`src/rtl/alu_result_fifo_pkg.sv`:
```
// Shared defaults and helpers for the ALU result FIFO slice.
package alu_result_fifo_pkg;

    localparam int DATA_W_DEF = 16;
    localparam int LAT_DEF    = 2;
    localparam int DEPTH_DEF  = 4;

    localparam logic [7:0] DROP_SAT = 8'd255;

    function automatic logic [7:0] sat_inc(input logic [7:0] v);
        return (v == DROP_SAT) ? v : v + 8'd1;
    endfunction

endpackage

```
`src/rtl/alu_tag_pipe.sv`:
```
// LAT-stage single-bit delay line tracking which ALU cycles carry a result.
module alu_tag_pipe #(
    parameter int LAT = 2
) (
    input  logic clk,
    input  logic rst,
    input  logic clr,
    input  logic din,
    output logic dout
);

    logic [LAT-1:0] sr;

    always_ff @(posedge clk or posedge rst) begin
        if (rst) begin
            sr <= '0;
        end else if (clr) begin
            sr <= '0;
        end else begin
            sr[0] <= din;
            for (int unsigned i = 1; i < LAT; i++) begin
                sr[i] <= sr[i-1];
            end
        end
    end

    assign dout = sr[LAT-1];

endmodule

```
`src/rtl/alu_result_fifo.sv`:
```
// Captures ALU results LAT cycles after issue into a small flop-based FIFO,
// counting results dropped because the FIFO was full.
module alu_result_fifo
    import alu_result_fifo_pkg::*;
#(
    parameter int DATA_W = DATA_W_DEF,
    parameter int DEPTH  = DEPTH_DEF,
    parameter int LAT    = LAT_DEF
) (
    input  logic                     clk_p_i,
    input  logic                     reset_p_i,
    input  logic                     issue_i,
    input  logic [DATA_W-1:0]        data_i,
    input  logic                     flush_i,
    input  logic                     rdy_i,
    output logic                     vld_o,
    output logic [DATA_W-1:0]        data_o,
    output logic [$clog2(DEPTH):0]   count_o,
    output logic                     full_o,
    output logic                     empty_o,
    output logic                     ovf_o,
    output logic [7:0]               drop_cnt_o
);

    localparam int PTR_W = $clog2(DEPTH);
    localparam int CNT_W = PTR_W + 1;

    logic [DATA_W-1:0] mem [DEPTH];
    logic [PTR_W-1:0]  wr_ptr;
    logic [PTR_W-1:0]  rd_ptr;
    logic [CNT_W-1:0]  count;
    logic              ovf;
    logic [7:0]        drop_cnt;

    logic push_req;
    logic full;
    logic empty;
    logic pop;
    logic push_ok;
    logic drop;

    alu_tag_pipe #(
        .LAT (LAT)
    ) u_tag_pipe (
        .clk  (clk_p_i),
        .rst  (reset_p_i),
        .clr  (flush_i),
        .din  (issue_i),
        .dout (push_req)
    );

    assign full  = (count == CNT_W'(DEPTH));
    assign empty = (count == '0);

    // A pop frees the head slot on the same edge, so a full FIFO can still accept.
    always_comb begin
        pop     = 1'b0;
        push_ok = 1'b0;
        drop    = 1'b0;
        if (!flush_i) begin
            pop     = !empty && rdy_i;
            push_ok = push_req && (!full || pop);
            drop    = push_req && full && !pop;
        end
    end

    always_ff @(posedge clk_p_i or posedge reset_p_i) begin
        if (reset_p_i) begin
            for (int unsigned i = 0; i < DEPTH; i++) begin
                mem[i] <= '0;
            end
            wr_ptr   <= '0;
            rd_ptr   <= '0;
            count    <= '0;
            ovf      <= 1'b0;
            drop_cnt <= '0;
        end else if (flush_i) begin
            wr_ptr   <= '0;
            rd_ptr   <= '0;
            count    <= '0;
            ovf      <= 1'b0;
            drop_cnt <= '0;
        end else begin
            if (push_ok) begin
                mem[wr_ptr] <= data_i;
                wr_ptr      <= wr_ptr + PTR_W'(1);
            end
            if (pop) begin
                rd_ptr <= rd_ptr + PTR_W'(1);
            end
            unique case ({push_ok, pop})
                2'b10:   count <= count + CNT_W'(1);
                2'b01:   count <= count - CNT_W'(1);
                default: count <= count;
            endcase
            if (drop) begin
                ovf      <= 1'b1;
                drop_cnt <= sat_inc(drop_cnt);
            end
        end
    end

    assign vld_o      = !empty;
    assign data_o     = empty ? '0 : mem[rd_ptr];
    assign count_o    = count;
    assign full_o     = full;
    assign empty_o    = empty;
    assign ovf_o      = ovf;
    assign drop_cnt_o = drop_cnt;

endmodule
```
`config.mk`:
```
export PLATFORM = sky130hd
export DESIGN_NAME = alu_result_fifo
export DESIGN_NICKNAME = d
export VERILOG_FILES = /design/src/rtl/alu_result_fifo_pkg.sv /design/src/rtl/alu_tag_pipe.sv /design/src/rtl/alu_result_fifo.sv
export SDC_FILE = /design/constraint.sdc
export NUM_CORES = 1
export LEC_CHECK = 0
export BUFFER_PORTS_ARGS = -buffer_cell sky130_fd_sc_hd__buf_2
export CORE_MARGIN = 2
export CORE_UTILIZATION = 45
export DETAILED_ROUTE_END_ITERATION = 16
export SYNTH_ARGS = -nofsm -noshare
export SYNTH_HDL_FRONTEND = slang
export SYNTH_SLANG_ARGS = --single-unit
```
`constraint.sdc`:
```
create_clock -name clk_p_i -period 8.7 [get_ports clk_p_i]
set_input_delay 2.61 -clock clk_p_i [delete_from_list [all_inputs] [get_ports clk_p_i]]
set_output_delay 2.61 -clock clk_p_i [all_outputs]
set_load 0.05 [all_outputs]
```
==> results.tsv, run 1 <==
metric	value	unit
synth_area_leader_cell	dfrtp_1	
worstSetupStartpointType	register	
fin_crit_sh	0.570	
crit_fanout	18	
p_leak	2.35	nW
p_sw_frac	0.286	
synthTopCellsByArea	dfrtp_1, mux2_4, mux4_2	
grt_overflow	0	
crit_arrival	2.34	ns
final_cells	451	
status	finished, final reports clean	
worstRegToRegCells	8	
dp_slack	4.06	ns
antenna_found_initial	0	
finalHoldViolCount	0	
worst_r2r_endpoint	count_o[1]	
place_inst	435	
path_cells	mux4_2, and2_1, buf_2	
cpLargestDelayFamily	flip-flops	
clkSinkCount	82	
drt-total-wl	8050	um
rows	35	
drc_errors	0	
clock_latency	0.35	ns
post_cts_resized	0	
die_area	10100	um2
antenna_cells	0	
vias	2449	
p_seq_frac	0.502	
dr.pass1.iters	4	
synth.most_common_cell	dfrtp_1	
final.setup.worst_slack	3.75	ns
synth_ff_type	dfrtp_1	
ys_seq_area_frac	0.489	
ir_drop	0.0971	mV
grt_pass1_vias	2547	
worst-path-buf-inv	1	
cpMaxStageDelayCell	dfrtp_1	
p_switching	0.252	mW
p_per_area	190	nW/um2
start_util	0.459	
globalplace.congestion	0.752	
ios	52	
fmax	202	MHz
fin_tns_setup	0	ns
async_reset_ff_frac	1.00	
synth-edff-count	0	
synth-seq-cells	82	
worstPathRequired	6.09	ns
r2r_slack	5.93	ns
fp.dieH	101	um
syn_area	4200	um2
hold_slack	0.464	ns
routedWlPerCell	17.9	um
endpoint	data_o[15]	
internal_power	0.628	mW
grt_max_degree	83	
nFillCells	777	
met2_usage	0.246	
post-synth-top-area-fraction	0.489	
dieWidth	101	um
cts_hold_buffers	0	
final_nets	362	
root_buffer	clkbuf_8	
rsz0062_at_grt	no	
slew_violations	0	
setup_viol	0	
relSlewSlack	0.306	
regArea	2050	um2
track_usage	0.170	
syn2layout_area_growth	10.4	%
yosysUniqueCellTypes	45	
multi_input_area	1960	um2
synth_commonest_cells	dfrtp_1, mux2_4, mux2_2	
worst_pin_slew	1.04	ns
post_cts_buffers	0	
vias_per_cell	5.43	
cts_tree	done	
met3_usage	0.0333	
cpPeakStageDelay	1.01	ns
crit_path_start	rd_ptr[0]	
clk_path_buf_depth	2	
dpl.hpwl	4970	um
antenna_left	0	
hold_path.class	reg -> reg	
core_area	9150	um2
crit_type	reg -> out	
timing.rr.start	count_o[1]	
fin_util	0.506	
use_met1	0.247	
syn-num-nets	317	
drive_gt1_frac	0.453	
crit_path_end_kind	primary output	
clkPwrFrac	0.304	
synthCells	290	
path_clk_slew	0.09	ns
cts_buffers	9	
maxCapViolCount	0	
yosys_warnings	0	
drt_iter0_markers	120	
grt_busiest_layer	met1	
critical_path_depth	3	
grt_pass1_wl	13200	um
min_from	u_tag_pipe.sr[0]	
clock_skew	0.00727	ns
syn_area_per_cell	14.5	um2
fin_crit	4.95	ns
cts_max_level	3	
pwr-share-comb	0.194	
portBuffers	51	
how the worst min path moves through the flow:
stage,endpoint,slack [ns],cells after the start
2_1_floorplan,u_tag_pipe.sr[1],0.44,1
3_3_place_gp,u_tag_pipe.sr[1],0.45,1
3_5_place_dp,u_tag_pipe.sr[1],0.45,1
4_1_cts,u_tag_pipe.sr[1],0.46,1
5_1_grt,u_tag_pipe.sr[1],0.48,1
6_report,u_tag_pipe.sr[1],0.46,1
per-stage QoR:
stage | total power [mW] | instance area [um2]
after floorplan | 0.582 | 4200
after global placement | 0.619 | 4440
after detailed placement | 0.622 | 4440
after CTS | 0.889 | 4640
after global routing | 0.921 | 4640
final | 0.880 | 4640
power groups by stage:
stage | logic, mW | registers [mW] | clock network [mW]
after detailed placement | 0.173 | 0.449 | 0
after floorplan | 0.144 | 0.439 | 0
after global routing | 0.183 | 0.447 | 0.291
after global placement | 0.171 | 0.448 | 0
after CTS | 0.173 | 0.442 | 0.274
final | 0.170 | 0.442 | 0.267
cells in the final DEF (no fill, tap or decap), drive strengths merged, types with 2 or more instances in the layout:
cell	instances
a311oi	3
nor3	2
buf	52
nand2	7
nor2b	4
a21oi	9
mux2	64
nor2	15
mux2i	2
xnor2	2
o21ai	2
nand3	4
nor3b	4
xor2	3
and3	3
clkbuf	13
and2	16
o21bai	2
inv	6
ha	5
dfrtp	82
clkinvlp	3
mux4	16
a31oi	4
routing by layer:
metal	part of all wire	vias to the layer above	routed length (um)
met2	0.45	44	3610
met3	0.030	12	245
met4	0.020	0	159
met5	0	-	0
li1	-	1140	-
met1	0.50	1253	4030
kinds of logic after synthesis:
group,after synthesis,share of synthesized area
xor+xnor,5,0.0104
mux,82,0.298
flops,82,0.489
buf+inv,25,0.0438
fa+ha+maj,6,0.0197
simple gates,62,0.0906
compound gates,28,0.0489
final cells by class:
type,instances,share of cell area
multi-input combinational,183,0.423
clock inverter,3,0.00486
timing repair buffer,52,0.0567
clock buffer,13,0.0364
tap,111,0.0300
sequential,82,0.443
inverter,7,0.00594
state kept, by name, summed over array words and instances, names as in the netlist:
name / flops
wr_ptr: 2
count_o: 3
u_tag_pipe.sr: 2
rd_ptr: 2
drop_cnt_o: 8
ovf_o: 1
mem: 64
No activity file was read; power rests on OpenSTA's default activity.
==> run 2: changes to the inputs <==
--- a/config.mk
+++ b/config.mk
@@ -5,10 +5,12 @@
 export SDC_FILE = /design/constraint.sdc
 export NUM_CORES = 1
 export LEC_CHECK = 0
+export ABC_AREA = 1
 export BUFFER_PORTS_ARGS = -buffer_cell sky130_fd_sc_hd__buf_2
 export CORE_MARGIN = 2
 export CORE_UTILIZATION = 45
 export DETAILED_ROUTE_END_ITERATION = 16
+export PLACE_DENSITY = 0.67
 export SYNTH_ARGS = -nofsm -noshare
 export SYNTH_HDL_FRONTEND = slang
 export SYNTH_SLANG_ARGS = --single-unit
==> constraint.sdc (replaced) <==
create_clock -name clk_p_i -period 4.47 [get_ports clk_p_i]
set_input_delay 1.341 -clock clk_p_i [delete_from_list [all_inputs] [get_ports clk_p_i]]
set_output_delay 1.341 -clock clk_p_i [all_outputs]
set_load 0.05 [all_outputs]
==> run 2 against run 1 <==
Effect of this change:
- non-clock buffer count up 3
- hold slack better by 0.0013 ns
- synthesized cell count up 71%
- combinational power rose to 6.3 times the previous value
- critical path depth up 2
- synthesized area down 2.4%
- sequential power up 120%
- clock-buffer cell count down 3
- critical endpoint is now data_o[6]
- routed wire length up 17%
- clock power up 130%
- die area down 2.3%
- register-to-register slack worse by 3.7 ns
==> results.tsv, run 2 <==
metric	value	unit	change
maxCapViolCount	0		unchanged
worst-path-buf-inv	2		was 1
dr.pass1.iters	5		was 4
slew_violations	0		unchanged
portBuffers	51		unchanged
worstPathRequired	3.13	ns	was 6.09 ns
finalHoldViolCount	0		unchanged
syn_area	4100	um2	was 4200 um2
ios	52		unchanged
syn_area_per_cell	8.26	um2	was 14.5 um2
yosysUniqueCellTypes	32		was 45
fin_util	0.524		was 0.506
synthTopCellsByArea	dfrtp_1, nand2_1, o21ai_0		was dfrtp_1, mux2_4, mux4_2
routedWlPerCell	14.5	um	was 17.9 um
drt_iter0_markers	205		was 120
status	finished, final reports clean		unchanged
fin_crit_sh	0.869		
yosys_warnings	0		unchanged
async_reset_ff_frac	1.00		unchanged
synth_ff_type	dfrtp_1		unchanged
clock_skew	0.00738	ns	was 0.00727 ns
core_area	8760	um2	was 9150 um2
post-synth-top-area-fraction	0.501		was 0.489
synth-edff-count	0		unchanged
dpl.hpwl	5940	um	was 4970 um
hold_path.class	reg -> reg		unchanged
crit_arrival	2.55	ns	was 2.34 ns
vias_per_cell	5.17		was 5.43
p_leak	2.32	nW	was 2.35 nW
cts_hold_buffers	0		unchanged
cpLargestDelayFamily	flip-flops		unchanged
synthCells	496		was 290
grt_pass1_wl	16100	um	was 13200 um
cts_max_level	3		unchanged
grt_overflow	0		unchanged
final_common_cell	nand2_1		was dfrtp_1
syn2layout_area_growth	12.0	%	was 10.4%
drc_errors	0		unchanged
synth_area_leader_cell	dfrtp_1		unchanged
antenna_left	0		unchanged
wl_met2	4390	um	was 3610 um
rows	34		was 35
largest_register_ffs	64		unchanged
clock_latency	0.36	ns	was 0.35 ns
final_nets	564		was 362
cpPeakStageDelay	0.92	ns	was 1.01 ns
track_usage	0.205		was 0.170
met1Wirelength	4410	um	was 4030 um
final_cell_mix	nand2_1, dfrtp_1, buf_2		was dfrtp_1, buf_2, mux2_4
fmax	257	MHz	
synth_commonest_cells	nand2_1, dfrtp_1, inv_1		was dfrtp_1, mux2_4, mux2_2
ir_drop	0.392	mV	was 0.0971 mV
grt_pass1_vias	3286		was 2547
fp.dieH	99.4	um	was 101 um
post_cts_buffers	0		unchanged
topRoutingLayerUsed	met4		unchanged
p_per_area	581	nW/um2	was 190 nW/um2
root_buffer	clkbuf_8		unchanged
cts_tree	done		unchanged
relSlewSlack	0.286		was 0.306
path_cells	inv_1, a21oi_1, o21ai_0, a21oi_1, buf_2		was mux4_2, and2_1, buf_2
die_area	9890	um2	was 10100 um2
synth.most_common_cell	nand2_1		was dfrtp_1
drt-total-wl	9410	um	was 8050 um
syn-num-nets	523		was 317
post_cts_resized	0		unchanged
dieWidth	99.4	um	was 101 um
cpMaxStageDelayCell	dfrtp_1		unchanged
crit_path_end_kind	primary output		unchanged
start_util	0.468		was 0.459
rsz0062_at_grt	no		unchanged
synth-seq-cells	82		unchanged
ys_seq_area_frac	0.501		was 0.489
clkSinkCount	82		unchanged
grt_max_degree	59		was 83
setup_viol	0		unchanged
antenna_cells	0		unchanged
drive_gt1_frac	0.166		was 0.453
hold_slack	0.465	ns	was 0.464 ns
cpMostUsedCell	a21oi_1		
clk_path_buf_depth	2		unchanged
crit_fanout	24		was 18
globalplace.congestion	0.798		was 0.752
crit_type	reg -> out		unchanged
fin_crit	3.89	ns	
cts_buffers	9		unchanged
largest_register	mem		unchanged
antenna_found_initial	0		unchanged
vias	3361		was 2449
worstSetupStartpointType	register		unchanged
worst_pin_slew	1.07	ns	was 1.04 ns
path_clk_slew	0.08	ns	was 0.09 ns
route.met3.wl	507	um	was 245 um
fin_tns_setup	0	ns	unchanged
[run 2: cell count changes after synthesis, moves of 24 or more]
cell | previous run | this run
o21ai_1 | 0 | 47
o21ai_0 | 2 | 47
mux2_2 | 24 | 0
nand2_1 | 3 | 134
mux2_4 | 40 | 0
a21oi_1 | 9 | 45
inv_1 | 7 | 50
[run 2: cell type report]
class | instances | area, um2
clock inverters | 6 | 90.1
well taps | 108 | 135
repair buffers | 55 | 285
multi-input cells | 333 | 1670
inverters | 56 | 218
fillers | 817 | 4180
clock buffers | 10 | 138
flip-flops and latches | 82 | 2050
[run 2: final timing paths]
check	start	end	slack, ns	cells after the start
hold / removal	u_tag_pipe.sr[0]	u_tag_pipe.sr[1]	0.47	2
max in group asynchronous	reset_p_i	mem[50]	2.54	3
setup / recovery	rd_ptr[1]	data_o[6]	0.58	5
hold reg to reg	u_tag_pipe.sr[0]	u_tag_pipe.sr[1]	0.47	2
setup reg to reg	count_o[1]	mem[22]	2.25	5
min in group asynchronous	reset_p_i	mem[5]	1.18	2
[run 2: metrics by stage]
step / instance area (um2) / std cells / power (mW) / setup slack [ns]
6_report: 4590 / 650 / 2.67 / 0.584
2_1_floorplan: 4100 / 496 / 1.82 / 0.477
3_5_place_dp: 4360 / 634 / 2.07 / 0.993
4_1_cts: 4590 / 650 / 2.69 / 0.589
3_3_place_gp: 4360 / 634 / 2.05 / 1.02
5_1_grt: 4590 / 650 / 2.83 / 0.412
[run 2: layer usage]
layer	up-vias	GRT usage
met4	0	0.0590
li1	1685	-
met2	88	0.326
met5	-	0
met1	1576	0.287
met3	12	0.0422
[run 2: tightest hold or removal path: stages (launching register included)]
cell and delay, ns:
dfrtp_1 0.33, inv_1 0.03, nor2_1 0.07
[run 2: report_power, final]
part / switching (mW) / total (mW) / internal, mW / leakage, nW
clock: 0.281 / 0.611 / 0.331 / 0.112
combinational: 0.820 / 1.07 / 0.248 / 1.23
sequential: 0.0957 / 0.987 / 0.892 / 0.985
total: 1.20 / 2.67 / 1.47 / 2.32
[run 2: kinds of logic (layout without fill, tap and decap cells)]
family | Yosys count | after routing | share of synthesized area
compound gates | 147 | 147 | 0.185
xor+xnor | 4 | 4 | 0.00855
fa+ha+maj | 6 | 6 | 0.0202
buf+inv | 81 | 127 | 0.0916
flops | 82 | 82 | 0.501
simple gates | 176 | 176 | 0.194
